File: src/rtl/seg_codes_pkg.sv
// Character codes, slot format and scan states shared by the seven-segment
// decoder and the display scanner.
package seg_codes_pkg;

    localparam logic MODE_NUMBER   = 1'b0;
    localparam logic MODE_ALPHABET = 1'b1;

    localparam logic [3:0] C_SPACE = 4'd0;
    localparam logic [3:0] C_A     = 4'd1;
    localparam logic [3:0] C_B     = 4'd2;
    localparam logic [3:0] C_C     = 4'd3;
    localparam logic [3:0] C_D     = 4'd4;
    localparam logic [3:0] C_E     = 4'd5;
    localparam logic [3:0] C_F     = 4'd6;
    localparam logic [3:0] C_H     = 4'd7;
    localparam logic [3:0] C_L     = 4'd8;
    localparam logic [3:0] C_N     = 4'd9;
    localparam logic [3:0] C_O     = 4'd10;
    localparam logic [3:0] C_P     = 4'd11;
    localparam logic [3:0] C_R     = 4'd12;
    localparam logic [3:0] C_T     = 4'd13;
    localparam logic [3:0] C_U     = 4'd14;

    typedef struct packed {
        logic       mode;
        logic [3:0] value;
    } slot_t;

    localparam slot_t BLANK_SLOT = '{mode: MODE_ALPHABET, value: C_SPACE};

    typedef enum logic [1:0] {
        ST_IDLE  = 2'd0,
        ST_BLANK = 2'd1,
        ST_DRIVE = 2'd2
    } scan_state_t;

endpackage

File: src/rtl/seg_scan_timer.sv
// Slot timing for the display scanner: prescaler, BLANK/DRIVE phase, digit
// index and the frame wrap.
module seg_scan_timer
    import seg_codes_pkg::*;
#(
    parameter int NUM_DIGITS   = 4,
    parameter int SCAN_DIV     = 50000,
    parameter int BLANK_CYCLES = 1000,
    localparam int IDX_W       = $clog2(NUM_DIGITS)
) (
    input  logic             clk,
    input  logic             rst_n,
    input  logic             enable,
    output scan_state_t      state,
    output logic [IDX_W-1:0] index,
    output logic             wrap,
    output logic             frame_tick
);

    localparam int PRE_W = $clog2(SCAN_DIV);
    localparam logic [PRE_W-1:0] PRE_LAST   = PRE_W'(SCAN_DIV - 1);
    localparam logic [PRE_W-1:0] BLANK_LAST = PRE_W'(BLANK_CYCLES - 1);
    localparam logic [IDX_W-1:0] IDX_LAST   = IDX_W'(NUM_DIGITS - 1);

    scan_state_t      state_nx;
    logic [PRE_W-1:0] presc;
    logic [PRE_W-1:0] presc_nx;
    logic [IDX_W-1:0] index_nx;

    always_ff @(posedge clk or negedge rst_n) begin
        if (!rst_n) begin
            state      <= ST_IDLE;
            presc      <= '0;
            index      <= '0;
            frame_tick <= 1'b0;
        end else begin
            state      <= state_nx;
            presc      <= presc_nx;
            index      <= index_nx;
            frame_tick <= wrap;
        end
    end

    // Dropping enable wins over everything, even in the middle of a slot.
    always_comb begin
        state_nx = state;
        presc_nx = presc;
        index_nx = index;
        wrap     = 1'b0;
        if (!enable) begin
            state_nx = ST_IDLE;
            presc_nx = '0;
            index_nx = '0;
        end else if (state == ST_IDLE) begin
            state_nx = ST_BLANK;
            presc_nx = '0;
            index_nx = '0;
        end else if (presc == PRE_LAST) begin
            presc_nx = '0;
            state_nx = ST_BLANK;
            if (index == IDX_LAST) begin
                index_nx = '0;
                wrap     = 1'b1;
            end else begin
                index_nx = index + 1'b1;
            end
        end else begin
            presc_nx = presc + 1'b1;
            if (presc == BLANK_LAST) begin
                state_nx = ST_DRIVE;
            end
        end
    end

endmodule

File: src/rtl/seg_display_scanner.sv
// Multiplexes one character slot per digit onto a single seven-segment decoder,
// with anti-ghosting blank gaps, per-digit blink and frame-aligned updates.
module seg_display_scanner
    import seg_codes_pkg::*;
#(
    parameter int NUM_DIGITS   = 4,
    parameter int SCAN_DIV     = 50000,
    parameter int BLANK_CYCLES = 1000,
    parameter int BLINK_FRAMES = 125
) (
    input  logic                    clk,
    input  logic                    rst_n,
    input  logic                    enable,
    input  logic                    load,
    input  logic [5*NUM_DIGITS-1:0] digits_in,
    input  logic [NUM_DIGITS-1:0]   blink_mask,
    output logic [3:0]              value,
    output logic                    mode,
    output logic [NUM_DIGITS-1:0]   digit_sel_n,
    output logic                    frame_tick
);

    localparam int IDX_W   = $clog2(NUM_DIGITS);
    localparam int BLINK_W = $clog2(BLINK_FRAMES + 1);
    localparam logic [BLINK_W-1:0] BLINK_LAST = BLINK_W'(BLINK_FRAMES - 1);

    scan_state_t                state;
    logic [IDX_W-1:0]           index;
    logic                       wrap;
    logic                       leave_idle;
    slot_t [NUM_DIGITS-1:0]     shadow_slots;
    slot_t [NUM_DIGITS-1:0]     active_slots;
    logic [NUM_DIGITS-1:0]      shadow_mask;
    logic [NUM_DIGITS-1:0]      active_mask;
    logic [BLINK_W-1:0]         frame_cnt;
    logic                       blink_phase;
    logic [NUM_DIGITS-1:0]      sel_nx;
    slot_t                      slot_nx;

    seg_scan_timer #(
        .NUM_DIGITS   (NUM_DIGITS),
        .SCAN_DIV     (SCAN_DIV),
        .BLANK_CYCLES (BLANK_CYCLES)
    ) u_timer (
        .clk        (clk),
        .rst_n      (rst_n),
        .enable     (enable),
        .state      (state),
        .index      (index),
        .wrap       (wrap),
        .frame_tick (frame_tick)
    );

    assign leave_idle = enable && (state == ST_IDLE);

    // Active only changes at frame boundaries so a frame never mixes old and new data.
    always_ff @(posedge clk or negedge rst_n) begin
        if (!rst_n) begin
            shadow_slots <= {NUM_DIGITS{BLANK_SLOT}};
            active_slots <= {NUM_DIGITS{BLANK_SLOT}};
            shadow_mask  <= '0;
            active_mask  <= '0;
        end else begin
            if (load) begin
                shadow_slots <= digits_in;
                shadow_mask  <= blink_mask;
            end
            if (wrap || leave_idle) begin
                active_slots <= shadow_slots;
                active_mask  <= shadow_mask;
            end
        end
    end

    always_ff @(posedge clk or negedge rst_n) begin
        if (!rst_n) begin
            frame_cnt   <= '0;
            blink_phase <= 1'b0;
        end else if (!enable || state == ST_IDLE) begin
            frame_cnt   <= '0;
            blink_phase <= 1'b0;
        end else if (wrap) begin
            if (frame_cnt == BLINK_LAST) begin
                frame_cnt   <= '0;
                blink_phase <= ~blink_phase;
            end else begin
                frame_cnt <= frame_cnt + 1'b1;
            end
        end
    end

    // A blinking digit stays selected but is fed the blank code.
    always_comb begin
        sel_nx  = '1;
        slot_nx = BLANK_SLOT;
        if (enable && state == ST_DRIVE) begin
            sel_nx[index] = 1'b0;
            if (!(blink_phase && active_mask[index])) begin
                slot_nx = active_slots[index];
            end
        end
    end

    always_ff @(posedge clk or negedge rst_n) begin
        if (!rst_n) begin
            digit_sel_n <= '1;
            value       <= C_SPACE;
            mode        <= MODE_ALPHABET;
        end else begin
            digit_sel_n <= sel_nx;
            value       <= slot_nx.value;
            mode        <= slot_nx.mode;
        end
    end

endmodule
File: config.mk
export PLATFORM = sky130hd
export DESIGN_NAME = seg_display_scanner
export DESIGN_NICKNAME = d
export VERILOG_FILES = /design/src/rtl/seg_codes_pkg.sv /design/src/rtl/seg_scan_timer.sv /design/src/rtl/seg_display_scanner.sv
export SDC_FILE = /design/constraint.sdc
export NUM_CORES = 1
export LEC_CHECK = 0
export ABC_AREA = 1
export CORE_MARGIN = 4
export CORE_UTILIZATION = 51
export DETAILED_ROUTE_END_ITERATION = 7
export PLACE_DENSITY = 0.79
export RECOVER_POWER = 100
export SLEW_MARGIN = 20
export SYNTH_ARGS = -nofsm -noshare
export SYNTH_HDL_FRONTEND = slang
export SYNTH_HIERARCHICAL = 1
export SYNTH_SLANG_ARGS = --single-unit
export TNS_END_PERCENT = 10
File: constraint.sdc
create_clock -name clk -period 2 [get_ports clk]
set_input_delay 0.4 -clock clk [delete_from_list [all_inputs] [get_ports clk]]
set_output_delay 0.4 -clock clk [all_outputs]
set_load 0.005 [all_outputs]
* Word level (Yosys, flattened, before mapping)
Index checks and enable logic that the tools add are counted.
** Cells by class
- Eq/ne operators :: 7
- Magnitude comparators :: 2
- Muxes and demuxes :: 30
- Bitwise logic cells :: 2
- Reductions and logical operators :: 11
- $add $sub $neg :: 3
** Operators by type and width (number)
- $mux W16 :: 3
- $mux W7 :: 3
- $add A16 B1 Y16 const B :: 1
- $eq A16 B10 Y1 const B :: 1
- $eq A16 B16 Y1 const B :: 1
- $mux W2 :: 8
- $mux W5 :: 3
- $bmux W5 S2 :: 1
- $mux W1 :: 9
- $add A7 B1 Y7 const B :: 1
- $eq A7 B7 Y1 const B :: 1
- $eq A2 B2 Y1 const B :: 2
- $logic_and A1 B1 Y1 :: 4
- $mux W4 :: 1
- $ne A4 B1 Y1 const B :: 1
- $not A4 Y4 :: 1
- $reduce_bool A2 Y1 :: 2
- $lt A2 B3 Y1 const B :: 1
- $ne A3 B1 Y1 const B :: 1
- $add A2 B1 Y2 const B :: 1
- $bmux W1 S2 :: 1
- $demux W1 S2 :: 1
- $ge A2 B1 Y1 const B :: 1
- $logic_not A2 Y1 :: 1
- 4 further kinds :: 5
** Storage, ports and cells
- Output and inout port bits :: 10
- Logic and storage cells :: 82
- Register bits after elaboration :: 86
- Bits of input ports :: 28

* Logic depth before layout (Yosys ltp)
Gate-level depths: netlist of the first run.
- Word-level depth :: 7
- Depth in mapped cells :: 12
- Gate-level depth less buffers :: 12

* By module
Netlist of the first run, hierarchy kept.
** By module, submodules not included
- seg_display_scanner :: times used 1, area each 2777.7 um^2, cells an instance 281
- seg_scan_timer :: times used 1, area each 1236.2 um^2, cells an instance 168

* Least setup slack after synthesis of the first run
No wires, ideal clock.
- Path kind :: flip-flop to flip-flop
- Start :: register u_timer.presc[0]
- End :: register frame_cnt[2]
- Required time :: 1.881 ns
- Path slack :: 0.117 ns
- Stages on the path, launching flop included :: 12
- Path buffers :: 1
- Arrival :: 1.764 ns
- Cells stage by stage :: dfrtp_1 ha_1 nand3_2 nor2_2 nand3_1 nor3_1 inv_1 nand3_2 buf_2 nand3_1 nand2_1 nor2_1
** On the way
- Word-level cells in the longest chain between the ends :: 5
** Ends and longest elaborated chain
- start, declared :: line seg_scan_timer.sv:26 : logic [PRE_W-1:0] presc;
- start signal, assigned :: line seg_scan_timer.sv:38 : presc <= presc_nx;
- $eq A16 B16 Y1 :: line seg_scan_timer.sv:58 : end else if (presc == PRE_LAST) begin
- $mux W1 :: line seg_scan_timer.sv:58
- $mux W1 :: line seg_scan_timer.sv:54 : end else if (state == ST_IDLE) begin
- $mux W1 :: line seg_scan_timer.sv:50 : if (!enable) begin
- via wrap :: line seg_display_scanner.sv:29 : logic wrap;
- $reduce_bool A2 Y1 (no source line)
- end signal, assigned :: line seg_display_scanner.sv:87 : frame_cnt <= frame_cnt + 1'b1;
- end, declared :: line seg_display_scanner.sv:35 : logic [BLINK_W-1:0] frame_cnt;
The timed path passes the listed nets, and every way through them passes these cells.
A chain may end at the register's enable or synchronous reset.

* Worst setup path in the final report of the first run
- Start :: register u_timer.presc[12]
- End :: register active_slots[8] (netlist bit)
** On the way
- Word-level cells in the longest chain between the ends :: 5
** Ends and longest elaborated chain
- $eq A16 B16 Y1 :: line seg_scan_timer.sv:58
- $mux W1 :: line seg_scan_timer.sv:58
- $mux W1 :: line seg_scan_timer.sv:54
- $mux W1 :: line seg_scan_timer.sv:50
- via wrap :: line seg_display_scanner.sv:29
- $logic_or A1 B1 Y1 :: line seg_display_scanner.sv:68 : if (wrap || leave_idle) begin
- end signal, assigned :: line seg_display_scanner.sv:60 : active_slots <= {NUM_DIGITS{BLANK_SLOT}};
- end signal, assigned :: line seg_display_scanner.sv:69 : active_slots <= shadow_slots;
- end, declared :: line seg_display_scanner.sv:32 : slot_t [NUM_DIGITS-1:0] active_slots;
The timed path passes the listed nets, and every way through them passes these cells.

==> out/qor.csv, run 1 <==
stage,metric,value,unit
power_and_ir_drop,Sw Share,0.288,
worst_setup_path,WS Path Type,flip-flop to flip-flop,
clock_network,CTS Buffer Depth,2,
global_route,All-Layer GR Usage,0.175,
route,WL met1,3730,microns
power_and_ir_drop,Comb pwr share,0.142,
worst_setup_path,crit path DAT,2.16,ns
timing,min cycle time layout,1.88,ns
power_and_ir_drop,Power Density,748,nW/um^2
timing,fin crit share,0.939,
worst_setup_path,worst reg2reg path startpoint,u_timer/presc[12]$_DFF_PN0_,
floorplan,standard-cell rows,32,
synth,most instantiated cells after synthesis,"90 x nand2_1, 73 x dfrtp_1, 60 x nor2_1",
place,post-placement cell count,593,
timing,Setup TNS Final,0,ns
global_route,largest net degree at the start of global routing,52,
clock_network,CTS root buf,clkbuf_8,
place,gpl congestion,0.888,
timing,post-route worst setup slack,0.122,ns
route,Pre-Repair DR Iteration Count,5,
timing,Slew @ Worst Pin,1.09,ns
synth,Post-Syn Area,4010,sq um
finish,Layout area overhead,23.5,%
route,highest routed layer,met4,
worst_setup_path,Critical R2R Capture,active_slots[8]$_DFFE_PN0P_,
route,drt drc,0,
status,status,completed,
power_and_ir_drop,Tot Pwr,3.71,mW
finish,nets,550,
floorplan,die height,96.7,microns
power_and_ir_drop,switching pwr,1.07,mW
timing,"Slew Viols, Final",0,
finish,Ant. Diodes,0,
route,Via Count,3197,
route,met3 routed WL,434,microns
worst_setup_path,r2r setup slk,0.12,ns
global_route,number of global-route vias before repair,2989,
worst_setup_path,CP Max Fanout,8,
synth,"FF+latch count, synth",86,
timing,Fin Clk Skew,0.0172,ns
timing,Finish-stage setup viols,0,
route,drt wl/cell,13.8,microns
route,final WL,8610,microns
synth,Yosys top cell area share,0.455,
floorplan,die area,9350,sq um
worst_setup_path,crit end category,flip-flop,
place,IO buf count,37,
synth,Avg Inst Size Synth,8.94,sq um
power_and_ir_drop,worst ir drop on vdd,523,uV
timing,Fmax,0.532,GHz
finish,Fill cells,620,
global_route,first-pass GRT wire length,13400,microns
power_and_ir_drop,part of the power in registers,0.531,
finish,final non-filler cell total,625,
power_and_ir_drop,clock power share,0.326,
clock_network,CTS H-tree depth,3,
floorplan,Horiz. Die Dim,96.7,microns
global_route,initial antenna violation count,0,
finish,register area,2170,sq um
floorplan,IO Count,38,
synth,"EDFF count, synth",0,
clock_network,Num CTS Buffers,9,
worst_setup_path,critical path's largest stage delay,0.45,ns
timing,Fin. Hold Viols,0,
synth,Post-Syn Instances,449,
finish,share of cells above drive strength 1,0.189,
clock_network,TritonCTS clock tree,yes,
worst_setup_path,Critical Path Start Type,flip-flop,
floorplan,Initial Utilization,0.522,
place,pre-CTS setup slack,0.0848,ns
route,DR vias/cell,5.12,
synth,dominant cell type by area after synthesis,dfrtp_1,
timing,Worst slew margin,0.271,
run,max cap viols,0,
global_route,global route total overflow,0,
synth,Netlist cell types,30,
clock_network,clock-pin transition on the worst setup and hold timing paths,0.10,ns
route,post-route ant nets,0,
place,dpl hpwl,5740,microns
synth,Yosys warning total,6,
clock_network,worst skew pair latency,0.37,ns
synth,sequential fraction of the synthesis area,0.540,
clock_network,Sink Count,86,
worst_setup_path,Crit-path slowest cell,dfrtp_2,
worst_setup_path,CP Data Required Time,2.28,ns
worst_setup_path,critical path cell sequence,nor2_4 -> nand3_2 -> nor2_4 -> nand3_2 -> nor3_4 -> inv_2 -> o21ai_4 -> clkbuf_16 -> nand2_1 -> o21ai_0,
worst_setup_path,R2R depth,10,
route,Detailed Route Iter0 Violations,191,
power_and_ir_drop,Pint,2.64,mW
finish,area of the multi-input gates,1550,sq um
synth,top_reg_cell synth,dfrtp_1,
synth,most frequent cell after synthesis,nand2_1,
synth,"Async S/R FF share, synth",1.00,
route,met2 wire len,4270,microns
synth,synth top area cells,"dfrtp_1 46%, dfstp_2 8.5%, nand2_1 8.4%",
power_and_ir_drop,Leak,2.24,nW
floorplan,core area,7690,sq um
synth,synthesized net count,481,
min_path,HP Class,input port to asynchronous set/reset pin,
==> power by group through the flow <==
stage | Combinational [mW] | Clock, mW | Sequential [mW]
floorplan | 0.320 | 0 | 1.98
global placement | 0.474 | 0 | 2.00
detailed placement | 0.494 | 0 | 2.00
CTS | 0.502 | 1.23 | 1.97
global route | 0.593 | 1.32 | 1.99
finish | 0.528 | 1.21 | 1.97
==> cell families after synthesis <==
family,after synthesis,share of synthesized area
AOI/OAI and AO/OA,56,0.0826
xor gates and xnor gates,2,0.00436
adders and majority gates,4,0.0125
buffers and inverters,72,0.0792
DFF,86,0.540
muxes,18,0.0505
and+or+nand+nor,211,0.231
==> through the flow <==
| stage | hold slack, ns | instance area (sq um) | utilization |
|---|---|---|---|
| after floorplan | 0.104 | 4010 | - |
| after global placement | 0.202 | 4590 | 0.597 |
| after detailed placement | 0.203 | 4590 | 0.597 |
| after CTS | 0.358 | 4800 | 0.624 |
| after global routing | 0.421 | 4960 | 0.645 |
| final | 0.409 | 4960 | 0.645 |
==> state kept, by name (all words and copies together) (netlist names), 4 cells and up <==
name and count:
shadow_slots 20, digit_sel_n 4, shadow_mask 4, active_slots 20
u_timer/presc 16, frame_cnt 7, value 4, active_mask 4
==> worst max-delay path by stage <==
stage	from	to	slack, ns	cells after the start
3_5_place_dp	enable	frame_cnt[6]$_DFFE_PN0P_	0.08	8
4_1_cts	u_timer/presc[13]$_DFF_PN0_	active_slots[3]$_DFFE_PN0P_	0.06	10
3_3_place_gp	enable	frame_cnt[6]$_DFFE_PN0P_	0.11	8
6_report	u_timer/presc[12]$_DFF_PN0_	active_slots[8]$_DFFE_PN0P_	0.12	10
2_1_floorplan	u_timer/presc[0]$_DFF_PN0_	frame_cnt[2]$_DFFE_PN0P_	0.12	11
5_1_grt	u_timer/presc[12]$_DFF_PN0_	active_slots[9]$_DFFE_PN1P_	-0.006	10
==> worst max-delay path, delay by kind of cell (launching register included) <==
family          cells  cell delay, ns
compound gates      2            0.27
flops               1            0.45
buf+inv             2            0.33
simple gates        6            0.74
==> final cells by class <==
| class | count | share of cell area |
|---|---|---|
| repair buffers | 70 | 0.139 |
| flip-flops and latches | 86 | 0.438 |
| multi-input cells | 291 | 0.312 |
| well taps | 102 | 0.0257 |
| clock buffers | 9 | 0.0250 |
| inverters | 60 | 0.0454 |
| clock inverters | 7 | 0.0154 |
==> layout by cell type (no fill, tap or decap), types with 3 or more instances in the layout <==
| cell type | instances |
|---|---|
| a21oi_1 | 13 |
| buf_12 | 3 |
| buf_4 | 18 |
| clkbuf_1 | 6 |
| clkbuf_16 | 3 |
| clkbuf_8 | 9 |
| clkdlybuf4s50_1 | 26 |
| dfrtp_1 | 72 |
| dfstp_2 | 13 |
| dlygate4sd3_1 | 11 |
| ha_1 | 3 |
| inv_1 | 56 |
| inv_2 | 4 |
| inv_8 | 3 |
| mux2_2 | 18 |
| nand2_1 | 92 |
| nand2_2 | 4 |
| nand3_1 | 26 |
| nand3_2 | 4 |
| nand4_1 | 7 |
| nor2_1 | 61 |
| nor2_2 | 3 |
| nor2_4 | 4 |
| nor3_1 | 7 |
| o21ai_0 | 23 |
| o21ai_1 | 7 |
| o22ai_1 | 8 |
==> timing repair <==
action	in CTS	in global routing
hold buffers	1	0
gates resized for setup	0	13
setup endpoints to repair	0	30
buffers inserted	0	11
hold endpoints to repair	2	0
==> routing by layer <==
layer	track usage	up-vias
li1	-	1579
met1	0.228	1501
met4	0.0778	0
met2	0.282	98
met5	0	-
met3	0.0360	19
Power figures use the tool's default switching activity.
==> run 2: changes to the inputs <==
CORE_MARGIN = 2   (was 4)
==> run 2 against run 1 <==
Net effect: register-to-register slack barely moved; die area fell by 8.1%; fmax fell by 0.77%; first-iteration DRC count rose by 16%; worst setup slack got worse by 0.015 ns.
==> out/qor.csv, run 2 (synthesized netlist as in run 1, its figures left out) <==
stage,metric,value,unit
status,status,completed,
place,dpl hpwl,5740,microns
floorplan,core area,7690,sq um
clock_network,CTS Buffer Depth,2,
clock_network,Num CTS Buffers,9,
clock_network,CTS root buf,clkbuf_8,
floorplan,Horiz. Die Dim,92.7,microns
floorplan,die height,92.7,microns
timing,Fin Clk Skew,0.0132,ns
floorplan,IO Count,38,
finish,most frequent cells in the layout,"91 x nand2_1, 73 x dfrtp_1, 61 x nor2_1",
finish,Layout area overhead,19.7,%
power_and_ir_drop,Power Density,758,nW/um^2
worst_setup_path,CP Buf/Inv Count,2,
route,post-route ant nets,0,
finish,Top Registers,"active_slots x20, shadow_slots x20, u_timer/presc x16",
finish,share of cells above drive strength 1,0.189,
route,DR vias/cell,5.09,
timing,Slew @ Worst Pin,1.06,ns
place,gpl congestion,0.870,
place,Placement Cell Area,4590,sq um
finish,register area,2170,sq um
global_route,All-Layer GR Usage,0.203,
timing,Fmax,0.528,GHz
worst_setup_path,crit path DAT,2.18,ns
worst_setup_path,Critical R2R Capture,active_slots[14]$_DFFE_PN1P_,
clock_network,worst skew pair latency,0.36,ns
worst_setup_path,"CP delay by family, top",simple AND/OR/NAND/NOR gates,
clock_network,CTS H-tree depth,3,
worst_setup_path,Crit-path slowest cell,dfrtp_1,
run,max cap viols,0,
min_path,hold path start,shadow_slots[6]$_DFFE_PN0P_,
worst_setup_path,critical path's largest stage delay,0.44,ns
finish,Final Cell Area,4800,sq um
clock_network,clock-pin transition on the worst setup and hold timing paths,0.10,ns
finish,area of the multi-input gates,1550,sq um
finish,nets,540,
min_path,Hold Path Sink,active_slots[6]$_DFFE_PN0P_,
route,Pre-Repair DR Iteration Count,5,
worst_setup_path,r2r setup slk,0.11,ns
route,Via Count,3132,
floorplan,die area,8600,sq um
timing,Fin. Hold Viols,0,
global_route,initial antenna violation count,0,
timing,min cycle time layout,1.89,ns
timing,fin crit share,0.946,
route,final WL,7920,microns
finish,Fill cells,657,
clock_network,TritonCTS clock tree,yes,
worst_setup_path,WS Path Type,flip-flop to flip-flop,
min_path,hold depth,2,
power_and_ir_drop,Leak,2.16,nW
global_route,number of global-route vias before repair,3049,
finish,Ant. Diodes,0,
worst_setup_path,Critical Path Start Type,flip-flop,
timing,Setup TNS Final,0,ns
timing,Finish-stage setup viols,0,
worst_setup_path,crit end category,flip-flop,
worst_setup_path,CP Max Fanout,20,
floorplan,standard-cell rows,32,
floorplan,Initial Utilization,0.522,
worst_setup_path,critical path cell sequence,ha_4 -> nand3_2 -> nor2_2 -> nand3_1 -> nor3_2 -> inv_1 -> o21ai_4 -> buf_12 -> nor2_1 -> a21oi_1,
place,IO buf count,37,
min_path,HP Class,flip-flop to flip-flop,
route,Detailed Route Iter0 Violations,221,
global_route,first-pass GRT wire length,13800,microns
global_route,largest net degree at the start of global routing,35,
power_and_ir_drop,worst ir drop on vdd,399,uV
worst_setup_path,worst reg2reg path startpoint,u_timer/presc[0]$_DFF_PN0_,
clock_network,Sink Count,86,
global_route,global route total overflow,0,
route,drt wl/cell,12.9,microns
timing,"Slew Viols, Final",0,
timing,Worst slew margin,0.292,
worst_setup_path,CP Data Required Time,2.29,ns
route,drt drc,0,
worst_setup_path,R2R depth,10,
finish,"commonest non-fill, non-tap cell in the layout",nand2_1,
## run 2: through the flow
stage / utilization / worst slack, ns / power, mW / hold WS (ns) / instances
after floorplan: - / 0.117 / 2.30 / 0.104 / 449
after global routing: 0.625 / -0.00306 / 3.83 / 0.514 / 615
after detailed placement: 0.597 / 0.00429 / 2.50 / 0.332 / 593
after global placement: 0.597 / 0.115 / 2.47 / 0.334 / 593
final: 0.625 / 0.107 / 3.64 / 0.489 / 615
after CTS: 0.622 / -0.00398 / 3.67 / 0.481 / 610
## run 2: tightest hold or removal path, delay by kind of cell, from the launching register on
family	cells	cell delay [ns]
AOI/OAI and AO/OA	1	0.05
DFF	1	0.35
and+or+nand+nor	1	0.07
## run 2: worst max path at each step
stage / cells after the start / slack (ns) / endpoint / startpoint
after global placement: 7 / 0.11 / active_slots[11]$_DFFE_PN0P_ / enable
after floorplan: 11 / 0.12 / frame_cnt[2]$_DFFE_PN0P_ / u_timer/presc[0]$_DFF_PN0_
after detailed placement: 10 / 0.004 / frame_cnt[3]$_DFFE_PN0P_ / u_timer/presc[0]$_DFF_PN0_
after global routing: 10 / -0.003 / active_mask[0]$_DFFE_PN0P_ / u_timer/presc[0]$_DFF_PN0_
after CTS: 10 / -0.004 / frame_cnt[3]$_DFFE_PN0P_ / u_timer/presc[0]$_DFF_PN0_
final: 10 / 0.11 / active_slots[14]$_DFFE_PN1P_ / u_timer/presc[0]$_DFF_PN0_
## run 2: report_power, final
part | leakage (nW) | switching, mW | internal [mW] | total, mW
clock | 0.0945 | 0.689 | 0.480 | 1.17
sequential | 1.07 | 0.0668 | 1.91 | 1.97
combinational | 0.997 | 0.278 | 0.224 | 0.501
total | 2.16 | 1.03 | 2.61 | 3.64
## run 2: area by class of cell
type	count	share of cell area
tap	102	0.0266
multi-input combinational	291	0.322
clock buffer	9	0.0258
clock inverter	7	0.0128
timing repair buffer	60	0.115
inverter	60	0.0469
sequential	86	0.451
## run 2: metal layers
layer	global-route usage	vias up	share of wire
met2	0.338	70	0.49
met3	0.0464	8	0.048
met5	0	-	0
li1	-	1555	-
met1	0.269	1499	0.45
met4	0.0564	0	0.010
## run 2: repair_timing
| action | in CTS | in global routing |
|---|---|---|
| hold endpoints to repair | 22 | 0 |
| gates resized for setup | 0 | 4 |
| endpoints found under the setup margin | 1 | 28 |
| pin swaps | 0 | 1 |
| hold buffers | 1 | 0 |
| setup buffers | 0 | 5 |
